$ cat src/rtl/fetch_pkg.sv
// Shared types and constants for the instruction fetch stage.
package fetch_pkg;

  localparam int unsigned INSTR_WIDTH = 32;
  localparam logic [INSTR_WIDTH-1:0] DEFAULT_RESET_PC = 32'h0000_0000;

  typedef enum logic [1:0] {
    S_BOOT,
    S_FETCH,
    S_FLUSH
  } fetch_state_t;

  typedef struct packed {
    logic [INSTR_WIDTH-1:0] pc;
    logic [INSTR_WIDTH-1:0] data;
  } fetch_entry_t;

endpackage

$ cat src/rtl/instruction_fetch_if.sv
// Redirect, instruction-memory and decode-side handshakes of the fetch stage.
interface instruction_fetch_if;
  import fetch_pkg::*;

  logic                   redirect_valid;
  logic [INSTR_WIDTH-1:0] redirect_pc;
  logic                   imem_req_valid;
  logic                   imem_req_ready;
  logic [INSTR_WIDTH-1:0] imem_req_addr;
  logic                   imem_resp_valid;
  logic [INSTR_WIDTH-1:0] imem_resp_data;
  logic                   inst_valid;
  logic                   inst_ready;
  logic [INSTR_WIDTH-1:0] inst_data;
  logic [INSTR_WIDTH-1:0] inst_pc;

  modport master (
    input  redirect_valid, redirect_pc,
    input  imem_req_ready, imem_resp_valid, imem_resp_data,
    input  inst_ready,
    output imem_req_valid, imem_req_addr,
    output inst_valid, inst_data, inst_pc
  );

  modport slave (
    output redirect_valid, redirect_pc,
    output imem_req_ready, imem_resp_valid, imem_resp_data,
    output inst_ready,
    input  imem_req_valid, imem_req_addr,
    input  inst_valid, inst_data, inst_pc
  );

endinterface

$ cat src/rtl/fetch_queue.sv
// In-order FIFO of fetched {pc, data} entries; head is read straight from storage.
module fetch_queue
  import fetch_pkg::*;
#(
  parameter int unsigned DEPTH = 2
) (
  input  logic                     clk,
  input  logic                     reset_n,
  input  logic                     push,
  input  logic                     pop,
  input  logic                     clear,
  input  fetch_entry_t             push_entry,
  output fetch_entry_t             head,
  output logic                     head_valid,
  output logic [$clog2(DEPTH):0]   count
);

  localparam int unsigned AW = $clog2(DEPTH);
  localparam int unsigned CW = AW + 1;

  fetch_entry_t    mem [DEPTH];
  logic [AW-1:0]   wr_ptr;
  logic [AW-1:0]   rd_ptr;

  always_ff @(posedge clk or negedge reset_n) begin
    if (!reset_n) begin
      mem    <= '{default: '0};
      wr_ptr <= '0;
      rd_ptr <= '0;
      count  <= '0;
    end else if (clear) begin
      wr_ptr <= '0;
      rd_ptr <= '0;
      count  <= '0;
    end else begin
      if (push) begin
        mem[wr_ptr] <= push_entry;
        wr_ptr      <= wr_ptr + 1'b1;
      end
      if (pop) begin
        rd_ptr <= rd_ptr + 1'b1;
      end
      if (push && !pop) begin
        count <= count + 1'b1;
      end else if (pop && !push) begin
        count <= count - 1'b1;
      end
    end
  end

  assign head       = mem[rd_ptr];
  assign head_valid = (count != '0);

  // The credit check upstream must make a push into a full queue impossible.
  assert property (@(posedge clk) disable iff (!reset_n)
    !(push && !pop && !clear && (count == CW'(DEPTH))));

endmodule

$ cat src/rtl/instruction_fetch.sv
// Fetch stage: owns the PC, issues credit-limited imem reads, queues returned
// words for decode and flushes stale traffic on a redirect.
module instruction_fetch
  import fetch_pkg::*;
#(
  parameter logic [INSTR_WIDTH-1:0] RESET_PC    = DEFAULT_RESET_PC,
  parameter int unsigned            QUEUE_DEPTH = 2
) (
  input  logic                clk,
  input  logic                reset_n,
  instruction_fetch_if.master bus
);

  localparam int unsigned CW = $clog2(QUEUE_DEPTH) + 1;
  localparam int unsigned SW = CW + 1;

  fetch_state_t           state;
  fetch_state_t           state_next;
  logic [INSTR_WIDTH-1:0] pc;
  logic [INSTR_WIDTH-1:0] pc_next;
  logic [CW-1:0]          outstanding;
  logic [CW-1:0]          outstanding_next;
  logic [CW-1:0]          drop_cnt;
  logic [CW-1:0]          drop_next;
  logic [CW-1:0]          q_count;

  logic                   redirect;
  logic                   resp;
  logic                   drop_active;
  logic                   req_valid_c;
  logic                   req_fire;
  logic                   push;
  logic                   pop;
  logic                   head_valid;
  logic [INSTR_WIDTH-1:0] redirect_aligned;
  fetch_entry_t           push_entry;
  fetch_entry_t           head;

  assign redirect         = bus.redirect_valid;
  assign resp             = bus.imem_resp_valid;
  assign drop_active      = (drop_cnt != '0);
  assign redirect_aligned = bus.redirect_pc & ~INSTR_WIDTH'(3);

  // In-flight reads plus buffered words may never exceed the queue size.
  assign req_valid_c = (state == S_FETCH) && !redirect &&
                       ((SW'(outstanding) + SW'(q_count)) < SW'(QUEUE_DEPTH));
  assign req_fire    = req_valid_c && bus.imem_req_ready;

  assign push = resp && !drop_active && !redirect;
  assign pop  = head_valid && bus.inst_ready && !redirect;

  // Oldest outstanding request sits 4 bytes behind the PC per in-flight read.
  assign push_entry = '{pc:   pc - (INSTR_WIDTH'(outstanding) << 2),
                        data: bus.imem_resp_data};

  always_ff @(posedge clk or negedge reset_n) begin
    if (!reset_n) begin
      state <= S_BOOT;
    end else begin
      state <= state_next;
    end
  end

  always_comb begin
    state_next       = state;
    pc_next          = pc;
    outstanding_next = outstanding + CW'(req_fire) - CW'(resp);
    drop_next        = drop_cnt - CW'(resp && drop_active);

    case (state)
      S_BOOT:  state_next = S_FETCH;
      S_FETCH: state_next = S_FETCH;
      S_FLUSH: if (drop_next == '0) state_next = S_FETCH;
      default: state_next = S_BOOT;
    endcase

    if (req_fire) begin
      pc_next = pc + INSTR_WIDTH'(4);
    end

    // Everything still in flight, including a response landing now, is stale.
    if (redirect) begin
      pc_next          = redirect_aligned;
      outstanding_next = outstanding - CW'(resp);
      drop_next        = outstanding - CW'(resp);
      state_next       = (drop_next != '0) ? S_FLUSH : S_FETCH;
    end
  end

  always_ff @(posedge clk or negedge reset_n) begin
    if (!reset_n) begin
      pc          <= RESET_PC;
      outstanding <= '0;
      drop_cnt    <= '0;
    end else begin
      pc          <= pc_next;
      outstanding <= outstanding_next;
      drop_cnt    <= drop_next;
    end
  end

  fetch_queue #(
    .DEPTH (QUEUE_DEPTH)
  ) u_queue (
    .clk        (clk),
    .reset_n    (reset_n),
    .push       (push),
    .pop        (pop),
    .clear      (redirect),
    .push_entry (push_entry),
    .head       (head),
    .head_valid (head_valid),
    .count      (q_count)
  );

  assign bus.imem_req_valid = req_valid_c;
  assign bus.imem_req_addr  = pc;
  assign bus.inst_valid     = head_valid;
  assign bus.inst_data      = head.data;
  assign bus.inst_pc        = head.pc;

endmodule

$ cat src/flat_wrapper.sv
// flat-port wrapper written by rule: the top's interface ports become plain ports
module instruction_fetch_flat import fetch_pkg::*;
#(
  parameter logic [INSTR_WIDTH-1:0] RESET_PC    = DEFAULT_RESET_PC,
  parameter int unsigned            QUEUE_DEPTH = 2
)
  (clk, reset_n, bus_redirect_valid, bus_redirect_pc, bus_imem_req_ready, bus_imem_resp_valid, bus_imem_resp_data, bus_inst_ready, bus_imem_req_valid, bus_imem_req_addr, bus_inst_valid, bus_inst_data, bus_inst_pc);
  instruction_fetch_if bus_i ();
  input  logic clk;
  input  logic reset_n;
  input wire logic [$bits(bus_i.redirect_valid)-1:0] bus_redirect_valid;
  input wire logic [$bits(bus_i.redirect_pc)-1:0] bus_redirect_pc;
  input wire logic [$bits(bus_i.imem_req_ready)-1:0] bus_imem_req_ready;
  input wire logic [$bits(bus_i.imem_resp_valid)-1:0] bus_imem_resp_valid;
  input wire logic [$bits(bus_i.imem_resp_data)-1:0] bus_imem_resp_data;
  input wire logic [$bits(bus_i.inst_ready)-1:0] bus_inst_ready;
  output wire logic [$bits(bus_i.imem_req_valid)-1:0] bus_imem_req_valid;
  output wire logic [$bits(bus_i.imem_req_addr)-1:0] bus_imem_req_addr;
  output wire logic [$bits(bus_i.inst_valid)-1:0] bus_inst_valid;
  output wire logic [$bits(bus_i.inst_data)-1:0] bus_inst_data;
  output wire logic [$bits(bus_i.inst_pc)-1:0] bus_inst_pc;
  assign bus_i.redirect_valid = bus_redirect_valid;
  assign bus_i.redirect_pc = bus_redirect_pc;
  assign bus_i.imem_req_ready = bus_imem_req_ready;
  assign bus_i.imem_resp_valid = bus_imem_resp_valid;
  assign bus_i.imem_resp_data = bus_imem_resp_data;
  assign bus_i.inst_ready = bus_inst_ready;
  assign bus_imem_req_valid = bus_i.imem_req_valid;
  assign bus_imem_req_addr = bus_i.imem_req_addr;
  assign bus_inst_valid = bus_i.inst_valid;
  assign bus_inst_data = bus_i.inst_data;
  assign bus_inst_pc = bus_i.inst_pc;
  instruction_fetch #(.RESET_PC(RESET_PC), .QUEUE_DEPTH(QUEUE_DEPTH)) u_core (.clk(clk), .reset_n(reset_n), .bus(bus_i));
endmodule
$ cat config.mk
export PLATFORM = sky130hd
export DESIGN_NAME = instruction_fetch_flat
export DESIGN_NICKNAME = d
export VERILOG_FILES = /design/src/rtl/fetch_pkg.sv /design/src/rtl/instruction_fetch_if.sv /design/src/rtl/fetch_queue.sv /design/src/rtl/instruction_fetch.sv /design/src/flat_wrapper.sv
export SDC_FILE = /design/constraint.sdc
export NUM_CORES = 1
export LEC_CHECK = 0
export ABC_AREA = 1
export CAP_MARGIN = 20
export CELL_PAD_IN_SITES_DETAIL_PLACEMENT = 0
export CELL_PAD_IN_SITES_GLOBAL_PLACEMENT = 1
export CORE_MARGIN = 1.5
export CORE_UTILIZATION = 25
export DETAILED_ROUTE_END_ITERATION = 12
export GPL_TIMING_DRIVEN = 0
export PLACE_DENSITY_LB_ADDON = 0.15
export SLEW_MARGIN = 20
export SYNTH_ARGS = -nofsm -noshare
export SYNTH_HDL_FRONTEND = slang
export SYNTH_HIERARCHICAL = 1
export SYNTH_SLANG_ARGS = --single-unit
$ cat constraint.sdc
create_clock -name clk -period 2.75 [get_ports clk]
set_clock_uncertainty 0.1 [all_clocks]
set_input_delay 0.825 -clock clk [delete_from_list [all_inputs] [get_ports clk]]
set_output_delay 0.825 -clock clk [all_outputs]
set_load 0.005 [all_outputs]
# Yosys cells after proc, flatten, opt, wreduce, memory -nomap -nowiden

Cells that the tools add are included.

Register bits after elaboration: 170
Output and inout bits: 98

Eq/ne operators: 3
Magnitude comparators: 4
$add $sub $neg: 11
Mux-type cells: 21
Reduce and logical (&&, ||, !) cells: 26
Bitwise gates (word level): 3

Operators with widths:

| kind                                                                    | count |
|---|---|
| 64-bit two-way mux                                                      | 4 |
| 128-bit bitwise mux                                                     | 1 |
| 64-bit demux with 1-bit select                                          | 1 |
| 32-bit two-way mux                                                      | 2 |
| 32-bit by 3-bit adder with 32-bit output, second input constant         | 1 |
| 32-bit by 4-bit subtractor with 32-bit output                           | 1 |
| 2-bit two-way mux                                                       | 8 |
| 2-bit nonzero test                                                      | 6 |
| 1-bit logical AND                                                       | 11 |
| 2-bit by 1-bit subtractor with 2-bit output                             | 3 |
| 2-bit >= comparator, second input constant                              | 2 |
| 1-bit logical NOT                                                       | 4 |
| 2-bit logical NOT                                                       | 2 |
| 1-bit two-way mux                                                       | 4 |
| 1-bit inverter with 2-bit output                                        | 2 |
| 2-bit one-hot mux with 2 select lines                                   | 1 |
| 2-bit by 2-bit adder with 3-bit output                                  | 1 |
| 3-bit by 2-bit < comparator with 1-bit output, second input constant    | 1 |
| 3-bit by 2-bit inequality test with 1-bit output, second input constant | 1 |
| 3-bit nonzero test                                                      | 1 |
| 1-bit adder, second input constant                                      | 2 |
| 2-bit by 1-bit adder with 2-bit output                                  | 1 |
| 2-bit by 1-bit adder with 2-bit output, second input constant           | 1 |
| 2-bit by 1-bit == test with 1-bit output, second input constant         | 1 |
| other kinds (6)                                                         | 6 |

# Longest topological paths before layout

Gate-level depths: netlist of the first run.

Word-level depth: 9
Gate-level depth with buffers: 12

# Hierarchy

Netlist of the first run, hierarchy kept.

By module, submodules not included:

| module            | area an instance (µm²) | times used | cells each |
|---|---|---|---|
| fetch_queue       | 6099.6                 | 1          | 576 |
| instruction_fetch | 3437.0                 | 1          | 556 |

# Worst setup path before layout of the first run

No wires, ideal clock.

Path type: input to register
From: input port bus_redirect_valid
To: register u_core/u_queue/mem[57] (netlist name)
Arrival: 2483 ps
Library setup time: 117 ps
Setup slack: 50 ps
Buffers on the path: 4
Stages: 8
Cells stage by stage: buf_4 > clkbuf_1 > nor4_1 > nand3_2 > buf_4 > buf_6 > nand2_1 > o21ai_2

Word-level cells in the longest chain between the ends: 3

RTL lines:

| element                         | line                    | source |
|---|---|---|
| from (decl)                     | flat_wrapper.sv:11      | `input wire logic [$bits(bus_i.redirect_valid)-1:0] bus_redirect_valid;` |
| 1-bit logical NOT               | instruction_fetch.sv:49 | `assign push = resp && !drop_active && !redirect;` |
| 1-bit logical AND               | instruction_fetch.sv:49 |  |
| net u_core.push                 | instruction_fetch.sv:32 | `logic push;` |
| 2-bit AND reduction (no line)   | -                       |  |
| to (signal, indexed assignment) | fetch_queue.sv:37       | `mem[wr_ptr] <= push_entry;` |
| to (decl)                       | fetch_queue.sv:21       | `fetch_entry_t mem [DEPTH];` |

The timed path passes the listed nets, and every way through them passes these cells.
A chain may end at the register's enable or synchronous reset.

# Worst setup path in the final report of the first run

From: register u_core.u_queue.rd_ptr
To: output port bus_inst_data[23]

Word-level cells in the longest chain between the ends: 4

RTL lines:

| element                                                | line               | source |
|---|---|---|
| from (decl)                                            | fetch_queue.sv:23  | `logic [AW-1:0] rd_ptr;` |
| from (signal assigned)                                 | fetch_queue.sv:41  | `rd_ptr <= rd_ptr + 1'b1;` |
| 1-bit inverter with 2-bit output (implied by the code) | fetch_queue.sv:51  | `assign head = mem[rd_ptr];` |
| 64-bit two-way mux (implied by the code) (3 in series) | fetch_queue.sv:51  |  |
| to (decl)                                              | flat_wrapper.sv:20 | `output wire logic [$bits(bus_i.inst_data)-1:0] bus_inst_data;` |

Every way passes these cells. The select of a mux whose other input is x is not followed.

==> impl_metrics.py, run 1 <==
metrics = {
    "final_layout": {
        "finalNonFillerCells": 1876,
        "n_antenna_cell": 0,
        "nFillCells": 4022,
        "fin_nets": 1431,
        "register_area_um2": 4210,
        "multi_input_area_um2": 4510,
        "area_growth_syn_to_layout_pct": 35.3,
        "drive_above_1_share": 0.243,
        "fin_util": 0.343,
        "fin_area_um2": 12900,
    },
    "setup_path": {
        "critPathMaxStageDelay_ps": 430,
        "rr_worst_depth": 12,
        "path_common_cell": "buf_12",
        "crit_path_start_kind": "register",
        "critPathLaunch": "u_core/u_queue/rd_ptr",
        "r2r_start": "u_core/u_queue/count[0]",
        "cp_max_fo": 8,
        "critical_path_class": "register to primary output",
        "cp_cell_sequence": "buf_12, buf_12, buf_12, buf_12, mux2_4, buf_6",
        "critPathRequiredTime_ps": 1830,
        "cp.arrival_ps": 1850,
        "cp-end-kind": "primary output",
        "crit_slowest_cell": "dfrtp_1",
    },
    "routing": {
        "ant_nets": 0,
        "via_count": 7884,
        "dr_wl_met2_um": 14500,
        "avgRoutedWirePerCell_um": 16.8,
        "drc": 0,
        "initialDrtViolationCount": 398,
        "wl_met1_um": 15600,
        "totalWireLength_um": 31400,
        "wl_met3_um": 1040,
        "firstDrtPassIters": 5,
        "highest_layer": "met4",
        "drt-vias-per-instance": 4.20,
    },
    "logic_synthesis": {
        "async_flop_share": 1.00,
        "synth_compound_area_frac": 0.112,
        "synth_adder_area_share": 0.0134,
        "synth.distinct_cells": 35,
        "synthTopCellsByCount": "nand2_1, dfrtp_1, inv_1",
        "yosysWarnings": 6,
        "synth-seq-cells": 168,
        "synth.most_common_cell": "nand2_1",
        "synth_flop_cell": "dfrtp_1",
        "synth_top_family_by_area": "simple AND/OR/NAND/NOR gates",
        "synth_cells": 1132,
        "synth.avg_cell_area_um2": 8.42,
        "yosys.area_share.xor_xnor": 0.0303,
        "synth.largest_area_cell": "dfrtp_1",
        "synth_area_leaders": "dfrtp_1, nand2_1, mux2_2, o21ai_2, inv_1",
        "synth-seq-area-share": 0.441,
        "synthSimpleGateAreaFrac": 0.226,
        "synth_edf_count": 0,
        "synth_area_um2": 9540,
        "synthMuxAreaShare": 0.0756,
        "synth_top_cell_area_share": 0.441,
    },
    "cts": {
        "cts_tree": "yes",
        "cts_buffers": 17,
        "cts_hold_buf": 0,
        "ctsHtreeMaxLevel": 4,
        "clk_root_buffer_cell": "clkbuf_16",
        "clock_path_buffers": 2,
        "clk_pin_slew_ps": 80,
        "clk_latency_ps": 440,
        "clock_sinks": 168,
    },
    "floorplanning": {
        "start_util": 0.254,
        "placementRows": 71,
        "fp.dieW_um": 198,
        "die_h_um": 198,
        "die_area_um2": 39300,
        "core_um2": 37600,
        "ios": 168,
    },
    "job": {
        "max-cap-violations": 0,
    },
    "grt": {
        "globalRouteOverflowTotal": 0,
        "grt_start_max_net_pins": 90,
        "grt_pass1_vias": 8218,
        "grt_pass1_wl_um": 48700,
        "antenna_found_initial": 0,
        "gr-usage-all-layers": 0.166,
    },
    "timing": {
        "relSlewSlack": 0.463,
        "worstMarginPinSlew_ps": 805,
        "setup_ws_ps": -24.7,
        "whs_ps": 259,
        "setup_viol": 10,
        "clock.fmax_mhz": 360,
        "rsz0062_at_grt": "true",
        "period_share": 1.01,
        "finalHoldViolCount": 0,
        "drv_slew": 0,
        "min_period_ps": 2770,
    },
    "pwr": {
        "p_per_area_nw_per_um2": 803,
        "leakage_nw": 6.13,
        "vdd_drop_max_mv": 0.489,
    },
    "place": {
        "place_inst": 1810,
        "place_ws_ps": -935,
        "place_congestion": 0.772,
        "dp_hpwl_um": 22500,
        "numPortBuffers": 163,
        "place_area_um2": 11900,
    },
    "min_path": {
        "hold_class": "primary input to asynchronous set/reset pin",
    },
    "status": {
        "status": "finished with violations",
        "violations": "setup timing",
    },
}
## through the flow
stage	total power [W]	TNS, ps
2_1_floorplan	0.00589	0
3_3_place_gp	0.00788	-1337590
3_5_place_dp	0.00791	-107800
4_1_cts	0.0105	-2170
5_1_grt	0.0112	-843
6_report	0.0104	-177
## final timing paths
check,endpoint,slack (ps)
setup / recovery,bus_inst_data[23],-20
max in group asynchronous,u_core/u_queue/mem[122],1360
min in group clk,u_core/u_queue/mem[61],380
hold / removal,u_core/u_queue/mem[85],260
setup reg to reg,u_core/outstanding[1],230
hold reg to reg,u_core/u_queue/mem[61],380
## critical path: cells and delay by family, from the launching register on
family | cells | cell delay [ps]
buf+inv | 5 | 660
mux | 1 | 300
flops | 1 | 430
## sequential cells by signal, indices dropped and copies added, names as in the netlist
| name | cells |
|---|---|
| u_core/drop_cnt | 2 |
| u_core/u_queue/wr_ptr | 1 |
| u_core/state | 2 |
| u_core/u_queue/rd_ptr | 1 |
| u_core/u_queue/mem | 128 |
| u_core/outstanding | 2 |
| u_core/bus.imem_req_addr | 30 |
| u_core/u_queue/count | 2 |
## routing by layer
metal / vias up / global-route usage
li1: 4028 / -
met1: 3697 / 0.231
met2: 145 / 0.266
met3: 14 / 0.0273
met4: 0 / 0.0416
met5: - / 0
## timing repair
item	4_1_cts	5_1_grt
setup buffers	31	3
gates cloned	3	0
resized for setup	274	34
pin swaps	3	2
setup endpoints to repair	196	73
## cells by family after synthesis
logic type / Yosys count
XOR/XNOR: 33
flip-flops: 168
AND/OR/NAND/NOR: 506
adder cells (fa/ha/maj): 9
multiplexers: 64
other: 1
buffers and inverters: 189
AO/OA/AOI/OAI: 162
## report_power, final
part | internal [W] | switching, W
Sequential | 0.00328 | 0.000536
Clock | 0.00118 | 0.00114
Combinational | 0.00224 | 0.00198
Total | 0.00670 | 0.00366
## layout by cell type, fill, tap and decap left out, types with 9 or more instances in the layout
master             n
nand2_1          323
dfrtp_1          167
inv_1            129
clkdlybuf4s50_1   95
nor2_1            81
o21ai_2           64
nand3_1           63
o21ai_1           56
buf_6             46
mux2_2            35
o21ai_0           33
buf_4             32
buf_2             30
mux2_4            29
xor2_1            27
clkbuf_16         17
clkdlybuf4s15_1   14
buf_12            12
nor2_2             9
## area by class of cell
type | instances | share of cell area
multi-input cells | 778 | 0.350
flip-flops and latches | 168 | 0.326
repair buffers | 199 | 0.153
well taps | 511 | 0.0496
plain buffers | 54 | 0.0407
inverters | 134 | 0.0390
clock buffers | 18 | 0.0333
clock inverters | 14 | 0.00902
(Power assumes the default switching activity.)
==> inputs of run 2 (changes only) <==
clock period = 2.3 ns   (was 2.75 ns; I/O delays follow)
==> run 2 against run 1 <==
The run still ends with setup timing left. Cell count increased by 1.2%. Sequential share of layout area decreased by 1.2 points. Clock-buffer cell count unchanged. Flip-flop and latch count unchanged. Die area unchanged. Final area increased by 4.5%. Critical path depth unchanged. Sequential power increased by 20%. Register-to-register slack got worse by 230 ps. Setup slack got worse by 290 ps. Core utilization increased by 1.5 points. Critical path type unchanged. Largest power group unchanged.
==> impl_metrics.py, run 2 (synthesis gave the netlist of run 1 again) <==
metrics = {
    "status": {
        "status": "finished with violations",
        "violations": "setup timing",
    },
    "timing": {
        "relSlewSlack": 0.623,
        "worstMarginPinSlew_ps": 565,
        "period_share": 1.14,
        "setup_ws_ps": -314,
        "min_period_ps": 2610,
        "finalHoldViolCount": 0,
        "setup_viol": 65,
        "drv_slew": 0,
        "rsz0062_at_grt": "true",
        "clock.fmax_mhz": 382,
    },
    "setup_path": {
        "cp_max_fo": 5,
        "critPathLaunch": "u_core/u_queue/rd_ptr",
        "rr_worst_depth": 12,
        "reg2reg_to": "u_core/outstanding[1]",
        "cp.arrival_ps": 1820,
        "r2r_start": "u_core/outstanding[0]",
        "cp-end-kind": "primary output",
        "critPathCapture": "bus_inst_pc[8]",
        "critical_path_class": "register to primary output",
        "ff2ff_setup_slack_ps": 0,
        "crit_path_start_kind": "register",
        "critPathRequiredTime_ps": 1510,
    },
    "final_layout": {
        "largest_reg_flops": 128,
        "fin_nets": 1455,
        "finalNonFillerCells": 1898,
        "final_common_cell": "nand2_1",
        "n_antenna_cell": 0,
        "register_area_um2": 4230,
        "drive_above_1_share": 0.293,
        "nFillCells": 3997,
        "final_cell_mix": "nand2_1, dfrtp_1, inv_1",
        "fin_area_um2": 13500,
        "area_growth_syn_to_layout_pct": 41.3,
        "regMostFlops": "u_core/u_queue/mem",
        "multi_input_area_um2": 4670,
    },
    "floorplanning": {
        "die_area_um2": 39300,
        "start_util": 0.254,
        "placementRows": 71,
        "core_um2": 37600,
        "fp.dieW_um": 198,
        "ios": 168,
        "die_h_um": 198,
    },
    "grt": {
        "antenna_found_initial": 0,
        "grt_pass1_wl_um": 49500,
        "gr-usage-all-layers": 0.169,
        "grt_start_max_net_pins": 74,
        "globalRouteOverflowTotal": 0,
        "grt_pass1_vias": 8368,
    },
    "pwr": {
        "vdd_drop_max_mv": 0.581,
        "total_power_w": 0.0132,
        "p_per_area_nw_per_um2": 977,
        "leakage_nw": 6.38,
    },
    "place": {
        "dp_hpwl_um": 22700,
        "place_inst": 1811,
        "numPortBuffers": 163,
        "place_congestion": 0.789,
        "place_area_um2": 11900,
    },
    "cts": {
        "clock_sinks": 168,
        "clk_root_buffer_cell": "clkbuf_16",
        "cts_buffers": 17,
        "cts_tree": "yes",
        "clock_path_buffers": 2,
        "clk_latency_ps": 440,
        "clk_pin_slew_ps": 70,
        "ctsHtreeMaxLevel": 4,
    },
    "min_path": {
        "hold_class": "primary input to asynchronous set/reset pin",
    },
    "routing": {
        "dr_wl_met2_um": 15100,
        "wl_met1_um": 15700,
        "wl_met3_um": 1060,
        "highest_layer": "met4",
        "firstDrtPassIters": 5,
        "initialDrtViolationCount": 376,
        "ant_nets": 0,
        "totalWireLength_um": 32100,
        "drc": 0,
        "avgRoutedWirePerCell_um": 16.9,
        "drt-vias-per-instance": 4.20,
        "via_count": 7973,
    },
    "job": {
        "max-cap-violations": 0,
    },
}
-- run 2: per-layer routing --
metal / vias to the layer above / global-route usage
met3: 11 / 0.0255
met2: 144 / 0.274
met1: 3742 / 0.236
met4: 0 / 0.0365
li1: 4076 / -
met5: - / 0
-- run 2: what timing repair did --
item                                   CTS  global route
gates resized for setup                421            49
gates cloned                             3             2
endpoints found under the hold margin    0             0
setup endpoints to repair              216           207
buffers inserted                        41            22
hold buffers                             0             0
pin swaps                                9             9
-- run 2: how the worst min path moves through the flow --
| stage | start | to | depth (start not counted) |
|---|---|---|---|
| after global placement | u_core/u_queue/mem[6] | u_core/u_queue/mem[6] | 2 |
| after global routing | reset_n | u_core/u_queue/mem[19] | 1 |
| final | reset_n | u_core/u_queue/mem[19] | 1 |
| after detailed placement | u_core/u_queue/mem[20] | u_core/u_queue/mem[20] | 2 |
| after floorplan | reset_n | u_core/bus.imem_req_addr[10] | 0 |
| after CTS | reset_n | u_core/u_queue/mem[85] | 1 |
-- run 2: cell type report --
cell class,count,share of cell area
Tap cell,511,0.0475
Sequential cell,168,0.314
Clock buffer,18,0.0326
Inverter,134,0.0379
Buffer,54,0.0422
Clock inverter,12,0.0109
Multi-Input combinational cell,779,0.346
Timing Repair Buffer,222,0.169
-- run 2: where the power goes --
part | switching, W | total, W | leakage (nW) | internal [W]
Clock | 0.00132 | 0.00296 | 0.285 | 0.00164
Sequential | 0.000641 | 0.00458 | 2.15 | 0.00394
Combinational | 0.00253 | 0.00563 | 3.94 | 0.00310
Total | 0.00449 | 0.0132 | 6.38 | 0.00867
-- run 2: critical path: stages (launching register included) --
cell and delay, ps:
dfrtp_2 440, buf_12 150, buf_12 120, buf_8 130
buf_6 110, mux2_4 310, buf_6 120
-- run 2: stage by stage --
stage / TNS (ps) / worst slack [ps] / hold WS (ps) / utilization
floorplan: 0 / 39.5 / 294 / -
global placement: -1365540 / -7320 / 359 / 0.315
detailed placement: -138380 / -1060 / 363 / 0.317
CTS: -17000 / -372 / 49.1 / 0.353
global route: -17510 / -376 / 65.1 / 0.359
finish: -13330 / -314 / 54.6 / 0.359
